===== src/rtl/memx_ctrl_pkg.sv =====
// Shared types and constants for the memX stream sequencer.
package memx_ctrl_pkg;

    localparam int MEMX_ADDR_W = 20;
    localparam int MEMX_DEPTH  = 1001;

    typedef enum logic [1:0] {
        IDLE,
        ISSUE,
        DRAIN,
        DONE
    } seq_state_e;

endpackage


===== src/rtl/memx_stream_sequencer_if.sv =====
// Control/address bundle between solver control, the sequencer and memX.
interface memx_stream_sequencer_if
    import memx_ctrl_pkg::*;
#(
    parameter int AW = MEMX_ADDR_W
) ();

    logic          start;
    logic [AW-1:0] base_address;
    logic [AW-1:0] row_count;
    logic [AW-1:0] read_address;
    logic          row_valid;
    logic          write_enable;
    logic [AW-1:0] write_address;
    logic          busy;
    logic          done;
    logic          range_error;

    // Solver control side: requests passes, observes progress.
    modport master (
        output start, base_address, row_count,
        input  read_address, row_valid, write_enable, write_address,
               busy, done, range_error
    );

    // Sequencer side.
    modport slave (
        input  start, base_address, row_count,
        output read_address, row_valid, write_enable, write_address,
               busy, done, range_error
    );

endinterface


===== src/rtl/memx_delay_line.sv =====
// {valid, address} shift register that delays each read to its write-back slot.
module memx_delay_line
    import memx_ctrl_pkg::*;
#(
    parameter int ADDR_W = MEMX_ADDR_W,
    parameter int DEPTH  = 4
) (
    input  logic              clk,
    input  logic              rst,
    input  logic              in_valid_i,
    input  logic [ADDR_W-1:0] in_addr_i,
    output logic              out_valid_o,
    output logic [ADDR_W-1:0] out_addr_o,
    output logic              any_pending_o
);

    // Every stage except the output one: these are still inside after the next shift.
    localparam logic [DEPTH-1:0] KEEP_MASK = {DEPTH{1'b1}} >> 1;

    logic [DEPTH-1:0]             vld_q;
    logic [DEPTH-1:0][ADDR_W-1:0] addr_q;

    // Shift one stage per cycle; reset discards every in-flight write.
    always_ff @(posedge clk) begin
        if (rst) begin
            vld_q  <= '0;
            addr_q <= '0;
        end else begin
            for (int k = DEPTH - 1; k > 0; k--) begin
                vld_q[k]  <= vld_q[k-1];
                addr_q[k] <= addr_q[k-1];
            end
            vld_q[0]  <= in_valid_i;
            addr_q[0] <= in_addr_i;
        end
    end

    assign out_valid_o = vld_q[DEPTH-1];
    assign out_addr_o  = addr_q[DEPTH-1];

    // Pending excludes the write being presented now, so the owner can leave
    // its drain state on the same cycle the last write-back goes out.
    assign any_pending_o = in_valid_i | (|(vld_q & KEEP_MASK));

endmodule


===== src/rtl/memx_stream_sequencer.sv =====
// One pass over a contiguous memX row block: stream reads, delayed write-backs.
module memx_stream_sequencer
    import memx_ctrl_pkg::*;
#(
    parameter int memories_address_width = MEMX_ADDR_W,
    parameter int pipe_latency           = 4,
    parameter int mem_depth              = MEMX_DEPTH
) (
    input  logic                    clk,
    input  logic                    rst,
    memx_stream_sequencer_if.slave  bus
);

    localparam int AW = memories_address_width;
    localparam logic [AW-1:0] ONE       = AW'(1);
    localparam logic [AW:0]   DEPTH_LIM = (AW + 1)'(mem_depth);

    seq_state_e    state_q, state_d;
    logic [AW-1:0] i_q, i_d;
    logic [AW-1:0] count_q, count_d;
    logic [AW-1:0] read_address_q, read_address_d;
    logic          row_valid_q, row_valid_d;
    logic          range_error_q, range_error_d;

    logic [AW:0]   end_row;
    logic          out_of_range;
    logic          dl_valid;
    logic [AW-1:0] dl_addr;
    logic          dl_pending;

    // One extra bit so base+count never wraps before the depth compare.
    assign end_row      = {1'b0, bus.base_address} + {1'b0, bus.row_count};
    assign out_of_range = end_row > DEPTH_LIM;

    // Next-state and next-output decode.
    always_comb begin
        state_d        = state_q;
        i_d            = i_q;
        count_d        = count_q;
        read_address_d = read_address_q;
        row_valid_d    = 1'b0;
        range_error_d  = 1'b0;
        case (state_q)
            IDLE: begin
                if (bus.start) begin
                    if (bus.row_count == '0) begin
                        state_d = DONE;
                    end else if (out_of_range) begin
                        range_error_d = 1'b1;
                    end else begin
                        state_d        = ISSUE;
                        count_d        = bus.row_count;
                        i_d            = '0;
                        read_address_d = bus.base_address;
                        row_valid_d    = 1'b1;
                    end
                end
            end
            ISSUE: begin
                // Last row is being presented; hold read_address from here on.
                if (i_q == count_q - ONE) begin
                    state_d = DRAIN;
                end else begin
                    i_d            = i_q + ONE;
                    read_address_d = read_address_q + ONE;
                    row_valid_d    = 1'b1;
                end
            end
            DRAIN: begin
                if (!dl_pending) state_d = DONE;
            end
            DONE: begin
                state_d = IDLE;
            end
            default: state_d = IDLE;
        endcase
    end

    // State and registered outputs.
    always_ff @(posedge clk) begin
        if (rst) begin
            state_q        <= IDLE;
            i_q            <= '0;
            count_q        <= '0;
            read_address_q <= '0;
            row_valid_q    <= 1'b0;
            range_error_q  <= 1'b0;
        end else begin
            state_q        <= state_d;
            i_q            <= i_d;
            count_q        <= count_d;
            read_address_q <= read_address_d;
            row_valid_q    <= row_valid_d;
            range_error_q  <= range_error_d;
        end
    end

    memx_delay_line #(
        .ADDR_W (AW),
        .DEPTH  (pipe_latency)
    ) u_delay (
        .clk           (clk),
        .rst           (rst),
        .in_valid_i    (row_valid_q),
        .in_addr_i     (read_address_q),
        .out_valid_o   (dl_valid),
        .out_addr_o    (dl_addr),
        .any_pending_o (dl_pending)
    );

    assign bus.read_address  = read_address_q;
    assign bus.row_valid     = row_valid_q;
    assign bus.write_enable  = dl_valid;
    assign bus.write_address = dl_addr;
    assign bus.busy          = (state_q != IDLE);
    assign bus.done          = (state_q == DONE);
    assign bus.range_error   = range_error_q;

endmodule


===== src/flat_wrapper.sv =====
// flat-port wrapper written by rule: the top's interface ports become plain ports
module memx_stream_sequencer_flat import memx_ctrl_pkg::*;
#(
    parameter int memories_address_width = MEMX_ADDR_W,
    parameter int pipe_latency           = 4,
    parameter int mem_depth              = MEMX_DEPTH
)
  (clk, rst, bus_start, bus_base_address, bus_row_count, bus_read_address, bus_row_valid, bus_write_enable, bus_write_address, bus_busy, bus_done, bus_range_error);
  memx_stream_sequencer_if bus_i ();
  input  logic clk;
  input  logic rst;
  input wire logic [$bits(bus_i.start)-1:0] bus_start;
  input wire logic [$bits(bus_i.base_address)-1:0] bus_base_address;
  input wire logic [$bits(bus_i.row_count)-1:0] bus_row_count;
  output wire logic [$bits(bus_i.read_address)-1:0] bus_read_address;
  output wire logic [$bits(bus_i.row_valid)-1:0] bus_row_valid;
  output wire logic [$bits(bus_i.write_enable)-1:0] bus_write_enable;
  output wire logic [$bits(bus_i.write_address)-1:0] bus_write_address;
  output wire logic [$bits(bus_i.busy)-1:0] bus_busy;
  output wire logic [$bits(bus_i.done)-1:0] bus_done;
  output wire logic [$bits(bus_i.range_error)-1:0] bus_range_error;
  assign bus_i.start = bus_start;
  assign bus_i.base_address = bus_base_address;
  assign bus_i.row_count = bus_row_count;
  assign bus_read_address = bus_i.read_address;
  assign bus_row_valid = bus_i.row_valid;
  assign bus_write_enable = bus_i.write_enable;
  assign bus_write_address = bus_i.write_address;
  assign bus_busy = bus_i.busy;
  assign bus_done = bus_i.done;
  assign bus_range_error = bus_i.range_error;
  memx_stream_sequencer #(.memories_address_width(memories_address_width), .pipe_latency(pipe_latency), .mem_depth(mem_depth)) u_core (.clk(clk), .rst(rst), .bus(bus_i));
endmodule

===== config.mk =====
export PLATFORM = sky130hd
export DESIGN_NAME = memx_stream_sequencer_flat
export DESIGN_NICKNAME = d
export VERILOG_FILES = /design/src/rtl/memx_ctrl_pkg.sv /design/src/rtl/memx_stream_sequencer_if.sv /design/src/rtl/memx_delay_line.sv /design/src/rtl/memx_stream_sequencer.sv /design/src/flat_wrapper.sv
export SDC_FILE = /design/constraint.sdc
export NUM_CORES = 1
export LEC_CHECK = 0
export BUFFER_PORTS_ARGS = -buffer_cell sky130_fd_sc_hd__buf_2
export CAP_MARGIN = 20
export CORE_UTILIZATION = 45
export DETAILED_ROUTE_END_ITERATION = 8
export PLACE_DENSITY = 0.62
export SLEW_MARGIN = 10
export SYNTH_ARGS = -nofsm -noshare
export SYNTH_HDL_FRONTEND = slang
export SYNTH_HIERARCHICAL = 1
export SYNTH_SLANG_ARGS = --single-unit

===== constraint.sdc =====
create_clock -name clk -period 5 [get_ports clk]
set_clock_uncertainty 0.2 [all_clocks]
set_input_delay 1.25 -clock clk [delete_from_list [all_inputs] [get_ports clk]]
set_output_delay 1.25 -clock clk [all_outputs]
set_load 0.03 [all_outputs]

Yosys cells after proc, flatten, opt, wreduce, memory -nomap -nowiden. Index checks and enable logic that the tools add are counted.

Register bits after elaboration: 148. Input bits: 43. Output and inout port bits: 45.

Add/subtract/negate cells: 4. Order comparisons: 1. Equal/unequal tests: 11. Mux-type cells: 22. Bitwise logic cells: 5. Reduce and logical (&&, ||, !) cells: 9.

Operator list (number): 20-bit 2-to-1 mux (8); 20-bit one-hot mux with 2 select lines (2); 20-bit by 1-bit adder with 20-bit output, second input constant (2); 20-bit by 20-bit adder with 21-bit output (1); 21-bit by 10-bit greater-than comparator with 1-bit output, second input constant (1); 20-bit equality test (1); 20-bit logical NOT (1); 20-bit by 1-bit subtractor with 20-bit output, second input constant (1); 2-bit 2-to-1 mux (5); 2-bit != test, second input constant (5); 2-bit one-hot mux with 4 select lines (1); 4-bit AND reduction (2); 1-bit 2-to-1 mux (5); 5-bit AND reduction (1); 2-bit equality test, second input constant (2); 1-bit NOT (4); 2-bit nonzero test (2); 4-bit OR reduction (1); 3-bit != test, second input constant (1); 3-bit OR reduction (1); 2-bit by 1-bit equality test with 1-bit output, second input constant (1); 2-bit logical NOT (1); 2-bit by 1-bit != test with 1-bit output, second input constant (1); 1-bit one-hot mux with 2 select lines (1); 1-bit bitwise OR (1).

Depth between registers and ports, before layout. Gate-level depths: netlist of run 1.

Word-level depth: 6. Gate-level depth with buffers: 14.

Cells and area by module. The synthesis of run 1 kept the hierarchy.

By module, submodules not included: memx_stream_sequencer (instances 1, cells an instance 699, area an instance 5417.7 um2); memx_delay_line (instances 1, cells an instance 198, area an instance 2427.3 um2).

Least setup slack after synthesis of run 1. No wires, ideal clock.

Path kind: input-to-reg. Start: input port bus_base_address[0]. End: register u_core.i_q[7]. Setup time: 0.070 ns. Arrival: 4.393 ns. Data required time: 4.730 ns. Path slack: 0.337 ns. Stages: 13. Buffers on the path: 1. Cells stage by stage: ha_1 inv_1 fa_1 nand4b_1 o221ai_1 a221oi_1 xor2_1 nand3_1 or4_1 o31a_1 clkbuf_1 or4_1 a21oi_2.

Longest elaborated chain between the ends: 4.

RTL lines: start: declaration (line flat_wrapper.sv:13) `input wire logic [$bits(bus_i.base_address)-1:0] bus_base_address;`; 20-bit by 20-bit adder with 21-bit output (line memx_stream_sequencer.sv:32) `assign end_row = {1'b0, bus.base_address} + {1'b0, bus.row_count};`; 21-bit by 10-bit greater-than comparator with 1-bit output (line memx_stream_sequencer.sv:33) `assign out_of_range = end_row > DEPTH_LIM;`; 2-bit != test (no source line); 5-bit AND reduction (no source line); end signal: assignment (line memx_stream_sequencer.sv:90) `i_q <= i_d;`; end: declaration (line memx_stream_sequencer.sv:19) `logic [AW-1:0] i_q, i_d;`.

Every way passes these cells. A chain may end at the register's enable or synchronous reset.

Worst setup path in the final report of run 1.
Start: input port bus_row_count[0]. End: register u_core.i_q[19].

Longest elaborated chain between the ends: 4. Elaborated cells between the ends (all ways): 6.

RTL lines: start: declaration (line flat_wrapper.sv:14) `input wire logic [$bits(bus_i.row_count)-1:0] bus_row_count;`; 20-bit by 20-bit adder with 21-bit output (line memx_stream_sequencer.sv:32); 21-bit by 10-bit greater-than comparator with 1-bit output (line memx_stream_sequencer.sv:33); 2-bit != test (no source line); 5-bit AND reduction (no source line) *.

Every way passes the cells marked *; elsewhere a longest branch is shown, timed or not.

==> summary.md, run 1 <==
| Metric | Value |
|---|---|
| Core box area | 16820 um2 |
| Initial Util | 46.64% |
| Grt met2 use | 33.16% |
| Vias per cell | 5.706 |
| Post-CTS sizing | 0 |
| Yosys reg bits | 148 |
| Area leader, netlist | dfxtp_1 |
| Most common cell in the netlist | dfxtp_1 |
| Post-synthesis cell area | 7845 um2 |
| Slew @ Worst Pin | 0.8878 ns |
| Clock Latency Late Sink | 0.43 ns |
| First-pass GRT wire length | 31030 um |
| Leak | 3.669 nW |
| Tcrit/Tclk final | 90.98% |
| DRC Markers | 0 |
| Critical path startpoint | bus_row_count[0] |
| Largest family of logic cells by synthesized area | simple AND/OR/NAND/NOR gates |
| Max-slew headroom | 40.81% |
| Min Tclk post-route | 4.549 ns |
| Startpoint types | primary input |
| Critical path type | primary input to register |
| Min Hold Slack | 0.2270 ns |
| Reg-to-Reg Start | u_core/count_q[0] |
| Row count | 47 |
| Crit path to | u_core/i_q[19] |
| Grt ovf | 0 |
| Synth Instances | 897 |
| CTS buffer count | 17 |
| Pre-Repair DR Iteration Count | 5 |
| Most Crowded Layer GR | met2 |
| Maximum vdd drop | 0.2922 mV |
| Final wirelength | 19460 um |
| Drt wl/cell | 16.47 um |
| Clk slew on worst S/H paths | 0.06 ns |
| Main synth FF type | dfxtp_1 |
| Hold Path Class | register to register |
| Met3 Track Usage GR | 4.686% |
| Synth Area in Simple Gates | 26.28% |
| Setup violations, final | 0 |
| RSZ-0062 raised after global routing | no |
| H-tree depth | 4 |
| Root cell of the clock tree | clkbuf_16 |
| Post-synthesis xor/xnor area fraction | 3.796% |
| Vias in the first global route | 5905 |
| Worst r2r dst | u_core/bus.read_address[14] |
| Max Clk Rate | 0.2198 GHz |
| IO Port Bufs | 87 |
| Synth Area in Compound Gates | 17.43% |
| I/O pin cnt | 88 |
| Die span in x | 134.0 um |
| P&R area growth vs syn | 13.38% |
| Final ANT Viol Nets | 0 |
| Via count | 6744 |
| Post-synthesis mux area share | 3.971% |
| Nets@finish | 1020 |
| Multi-input gate area | 4402 um2 |
| Die Height | 134.0 um |
| Fin. max-slew vios | 0 |
| Layout cell share with drive strength beyond 1 | 16.42% |
| Sum of negative setup slack | 0 ns |
| Syn_nets | 968 |
| Ant diodes | 0 |
| Seq/Total Area, Yosys | 37.77% |
| Synthesis Warnings | 6 |
| CP max FO | 48 |
| EDFF count, synth | 0 |
| Initial drt markers | 468 |
| Die area | 17970 um2 |
| Mapped Avg Cell Area | 8.746 um2 |
| Top-area cell type share of the netlist area | 37.77% |
| Worst r2r path cells | 11 |
| Initial antenna violation count | 0 |
| CTS sink count | 148 |
| Area occupied by registers | 2963 um2 |
| Cts hold-fix bufs | 0 |
| Status | complete, no violations |
| CTS Buffer Depth | 2 |
| Largest cells by area after synthesis | dfxtp_1 (38%), nor2b_1 (6.9%), ha_1 (4.3%) |
| Largest net degree at the start of global routing | 92 |
| Adder-Cell Fraction of Synth Area | 4.561% |
| Crit. End Element | register |
| Reg-to-reg slack, setup | 0.98 ns |
| Final hold vios | 0 |
| Post-CTS setup buffers | 0 |
| Global Route Usage Sum | 22.20% |
| Met1 Track Usage GR | 31.38% |
| Post-synth top cells | dfxtp_1 (148), nor2b_1 (86), nor2_1 (62), a21oi_1 (53), nand2_1 (49) |
| Ys async rst share | 0% |
| Hold wc startpoint | u_core/u_delay/addr_q[12] |
| Data arrival, critical path | 4.70 ns |
| FILL cells | 1619 |
| CTS tree | done |
| Synth unique cells | 77 |
| PwrDens | 355.3 nW/um2 |
| Max_cap viols | 0 |
| Routability-driven placement congestion ratio | 0.9185 |
| Worst path required time | 5.15 ns |
| DPL Wire Length | 14230 um |
## logic make-up (layout without fill, tap and decap cells)
group           after synthesis  after routing
compound gates              200            200
xor+xnor                     34             34
fa+ha+maj                    28             28
buf+inv                      88            153
flops                       148            148
mux                          31             31
simple gates                368            368
## worst max-delay path: stages
cell and delay [ns]:
buf_2 0.14, ha_1 0.20, inv_1 0.06, fa_1 0.40, nand4b_1 0.21, o221ai_1 0.30
buf_4 0.19, mux2i_1 0.07, o21a_1 0.13, a211oi_1 0.30, nand3_1 0.20, o31a_1 0.36
buf_12 0.19, or4_1 0.51, a21oi_1 0.16
## power breakdown
group          total, W  internal [W]  switching [W]
Sequential      0.00126       0.00122      0.0000409
Combinational  0.000604      0.000214       0.000391
Clock           0.00129      0.000721       0.000572
## worst min-delay path by stage
| stage | to | slack, ns | cells past startpoint |
|---|---|---|---|
| global route | u_core/u_delay/addr_q[26] | 0.25 | 1 |
| finish | u_core/u_delay/addr_q[32] | 0.23 | 1 |
| global placement | u_core/u_delay/addr_q[34] | 0.22 | 1 |
| floorplan | u_core/u_delay/addr_q[20] | 0.21 | 1 |
| CTS | u_core/u_delay/addr_q[33] | 0.23 | 1 |
| detailed placement | u_core/u_delay/addr_q[33] | 0.22 | 1 |
## final cells by class
cell class | instances | area share (%)
clock inverter | 15 | 2.096
tap | 220 | 3.095
clock buffer | 17 | 4.783
sequential | 148 | 33.31
timing repair buffer | 101 | 6.386
inverter | 20 | 0.8440
multi-input combinational | 661 | 49.49
## placed cells by master, fill, tap and decap left out, types with 8 or more instances in the layout
cell / instances
nand2_1: 49
nand4_1: 14
a21oi_2: 8
clkbuf_16: 17
ha_1: 27
nor2b_1: 86
nor3_1: 18
a21oi_1: 53
buf_2: 86
nor2_1: 62
o31ai_1: 17
a211oi_1: 13
o21ai_0: 31
xnor2_1: 17
xor2_1: 17
and3_1: 16
dfxtp_1: 148
buf_4: 13
inv_1: 19
mux2i_1: 30
nor4_1: 17
o211ai_1: 9
or4_1: 18
nand3_1: 43
## routing by layer
| layer | vias up | share of wire, % |
|---|---|---|
| li1 | 3358 | - |
| met1 | 3128 | 48 |
| met2 | 235 | 44 |
| met3 | 23 | 6.6 |
| met4 | 0 | 1.7 |
| met5 | - | 0 |
## stage by stage
stage	power (W)	cells	area (um2)	utilization, %	setup WS, ns
after floorplan	0.001707	897	7845	-	0.3370
after global placement	0.001882	1150	8283	49.25	0.09588
after detailed placement	0.001884	1150	8283	49.25	0.03913
after CTS	0.003185	1182	8895	52.89	0.4807
after global routing	0.003312	1182	8895	52.89	0.2436
final	0.003161	1182	8895	52.89	0.4509
## registers in the layout, summed over array words and instances, names as in the netlist
signal	count
u_core/u_delay/addr_q	60
u_core/bus.read_address	20
u_core/count_q	20
u_core/i_q	20
u_core/u_delay/out_addr_o	20
u_core/u_delay/vld_q	4
u_core/state_q	2
u_core/bus.range_error	1
u_core/bus.row_valid	1
(Power assumes the default switching activity.)
==> run 2: changes to the inputs <==
--- a/config.mk
+++ b/config.mk
@@ -9,7 +9,7 @@
 export CAP_MARGIN = 20
 export CORE_UTILIZATION = 45
 export DETAILED_ROUTE_END_ITERATION = 8
-export PLACE_DENSITY = 0.62
+export PLACE_DENSITY = 0.64
 export SLEW_MARGIN = 10
 export SYNTH_ARGS = -nofsm -noshare
 export SYNTH_HDL_FRONTEND = slang
==> constraint.sdc (replaced) <==
create_clock -name clk -period 3.9 [get_ports clk]
set_clock_uncertainty 0.2 [all_clocks]
set_input_delay 0.975 -clock clk [delete_from_list [all_inputs] [get_ports clk]]
set_output_delay 0.975 -clock clk [all_outputs]
set_load 0.03 [all_outputs]
==> run 2 against run 1 <==
  * The run now ends with setup timing left
  * Via count is 8.4% higher
  * Count of clock-buffer cells in the layout stayed put
  * Die area unchanged
  * First-iteration DRC count grew 11%
  * Sequential share of layout area decreased by 4.8 points
  * Worst setup slack worse by 0.63 ns
  * Utilization is 8.8 points higher
==> summary.md, run 2 (same netlist as run 1, synthesis figures left out) <==
| Metric | Value |
|---|---|
| Worst r2r path cells | 10 |
| Sum of negative setup slack | -4.724 ns |
| Failing checks | setup timing |
| Vias per cell | 5.589 |
| Area occupied by registers | 2963 um2 |
| DPL Wire Length | 15430 um |
| Initial Util | 46.64% |
| Gate power share | 24.9% |
| Clock power share | 38.1% |
| Final ANT Viol Nets | 0 |
| Hold wc startpoint | u_core/u_delay/addr_q[31] |
| FILL cells | 1480 |
| Routability-driven placement congestion ratio | 0.9471 |
| Min Hold Slack | 0.2322 ns |
| Reg-to-reg slack, setup | 0.09 ns |
| CTS Buffer Depth | 2 |
| Global Route Usage Sum | 23.88% |
| Switch share | 32.44% |
| CP max FO | 15 |
| Highest routed layer | met4 |
| Critical path type | primary input to register |
| Via count | 7310 |
| Initial antenna violation count | 0 |
| Largest net degree at the start of global routing | 51 |
| Pint | 0.002952 W |
| Max reg flops | 60 |
| Initial drt markers | 521 |
| Pre-CTS setup slack | -0.7644 ns |
| Row count | 47 |
| Most common cell after layout, fill and taps aside | dfxtp_1 |
| Sw Pwr | 0.001418 W |
| Most frequent cells in the layout | dfxtp_1 (148), buf_4 (121), nor2b_1 (86) |
| CTS tree | done |
| Nets@finish | 1146 |
| Clock Latency Late Sink | 0.43 ns |
| Multi-input gate area | 4843 um2 |
| Tcrit/Tclk final | 104.6% |
| DP Cell Count | 1256 |
| Layout cell share with drive strength beyond 1 | 33.09% |
| Tot Pwr | 0.004370 W |
| Worst r2r dst | u_core/i_q[11] |
| Max_cap viols | 0 |
| Max Clk Rate | 0.2451 GHz |
| CTS buffer count | 17 |
| Fin. max-slew vios | 0 |
| Root cell of the clock tree | clkbuf_16 |
| CTS sink count | 148 |
| Setup violations, final | 53 |
| Hold Path Sink | u_core/u_delay/addr_q[51] |
| I/O pin cnt | 88 |
| Worst path required time | 4.06 ns |
| CP max stage cell | or4_4 |
| Data arrival, critical path | 4.24 ns |
| Hold Path Class | register to register |
| Worst-path cell chain | buf_8 > ha_4 > inv_2 > fa_2 > nand4b_1 > o221ai_4 > buf_6 > o211ai_1 > nand3_1 > nand3_2 > or4_4 > o31a_4 > buf_4 > buf_12 > nor3_2 > o221a_1 |
| Startpoint types | primary input |
| Crit. End Element | register |
| Grt ovf | 0 |
| Metal3 WL | 1241 um |
| Max-slew headroom | 37.62% |
| RSZ-0062 raised after global routing | yes |
| Largest Register | u_core/u_delay/addr_q |
| Cts hold-fix bufs | 0 |
| Ant diodes | 0 |
| Die Height | 134.0 um |
| First-pass GRT wire length | 33650 um |
| Sequential Power Share | 37.1% |
| Reg-to-Reg Start | u_core/count_q[3] |
| Status | finished, violations left |
| H-tree depth | 4 |
| Slew @ Worst Pin | 0.9357 ns |
| Clk slew on worst S/H paths | 0.06 ns |
| Min-Delay Path Depth | 1 |
| Post-Layout Cell Count | 1308 |
| Drt wl/cell | 16.80 um |
| Final wirelength | 21980 um |
| IO Port Bufs | 87 |
| M1 WL | 10420 um |
| Die area | 17970 um2 |
| Largest stage delay on the critical path | 0.51 ns |
| Die span in x | 134.0 um |
| Core box area | 16820 um2 |
| PwrDens | 421.1 nW/um2 |
| Pre-Repair DR Iteration Count | 5 |
| CP top delay family | simple AND/OR/NAND/NOR gates |
| P&R area growth vs syn | 32.28% |
| DRC Markers | 0 |
| Final worst slack | -0.1796 ns |
| Buf/Inv on CP | 5 |
| Maximum vdd drop | 0.4530 mV |
| Min Tclk post-route | 4.080 ns |
| Met2 WL post-DR | 9873 um |
| Leak | 4.375 nW |
| Vias in the first global route | 6609 |
| Final hold vios | 0 |
-- run 2: cell type report --
cell class | instances | share of cell area [%]
Tap cell | 220 | 2.653
Clock inverter | 15 | 1.772
Sequential cell | 148 | 28.55
Clock buffer | 17 | 4.099
Inverter | 20 | 0.7234
Timing Repair Buffer | 226 | 15.53
Multi-Input combinational cell | 662 | 46.67
-- run 2: stage by stage --
stage | util [%] | cell area (um2)
floorplan | - | 8013
global placement | 54.78 | 9213
detailed placement | 54.78 | 9213
CTS | 59.50 | 10010
global route | 61.70 | 10380
finish | 61.70 | 10380
-- run 2: routing by layer --
| layer | up-vias | global-route usage [%] |
|---|---|---|
| met5 | - | 0 |
| met2 | 254 | 37.36 |
| met3 | 31 | 3.666 |
| met1 | 3420 | 33.18 |
| li1 | 3605 | - |
| met4 | 0 | 8.677 |
-- run 2: worst max path at each step --
stage / startpoint / to / slack (ns) / depth (start not counted)
after global routing: bus_row_count[0] / u_core/i_q[14] / -0.28 / 15
after detailed placement: bus_row_count[0] / u_core/i_q[16] / -0.76 / 14
after CTS: bus_row_count[0] / u_core/i_q[16] / -0.11 / 15
after floorplan: bus_base_address[0] / u_core/i_q[6] / -0.24 / 13
final: bus_row_count[0] / u_core/bus.read_address[12] / -0.18 / 16
after global placement: bus_row_count[0] / u_core/i_q[18] / -0.66 / 14
-- run 2: power groups by stage --
stage / Combinational, W / Clock, W / Sequential [W]
floorplan: 0.000531 / 0 / 0.00168
global placement: 0.000901 / 0 / 0.00165
detailed placement: 0.000907 / 0 / 0.00165
CTS: 0.000959 / 0.00169 / 0.00162
global route: 0.00117 / 0.00176 / 0.00163
finish: 0.00109 / 0.00166 / 0.00162
-- run 2: worst register-to-register path, stage by stage (launching register included) --
cell       delay (ns)
dfxtp_1          0.41
or4_4            0.58
or4_4            0.45
a2111oi_2        0.22
a311oi_1         0.12
or4_4            0.53
nor3b_4          0.34
and2_4           0.42
buf_12           0.22
o31ai_1          0.11
a21oi_2          0.14
-- run 2: timing repair --
item | in CTS | in global routing
gates cloned | 1 | 4
gates resized for setup | 26 | 60
pin swaps | 16 | 28
endpoints found under the setup margin | 50 | 62
buffers inserted | 6 | 10
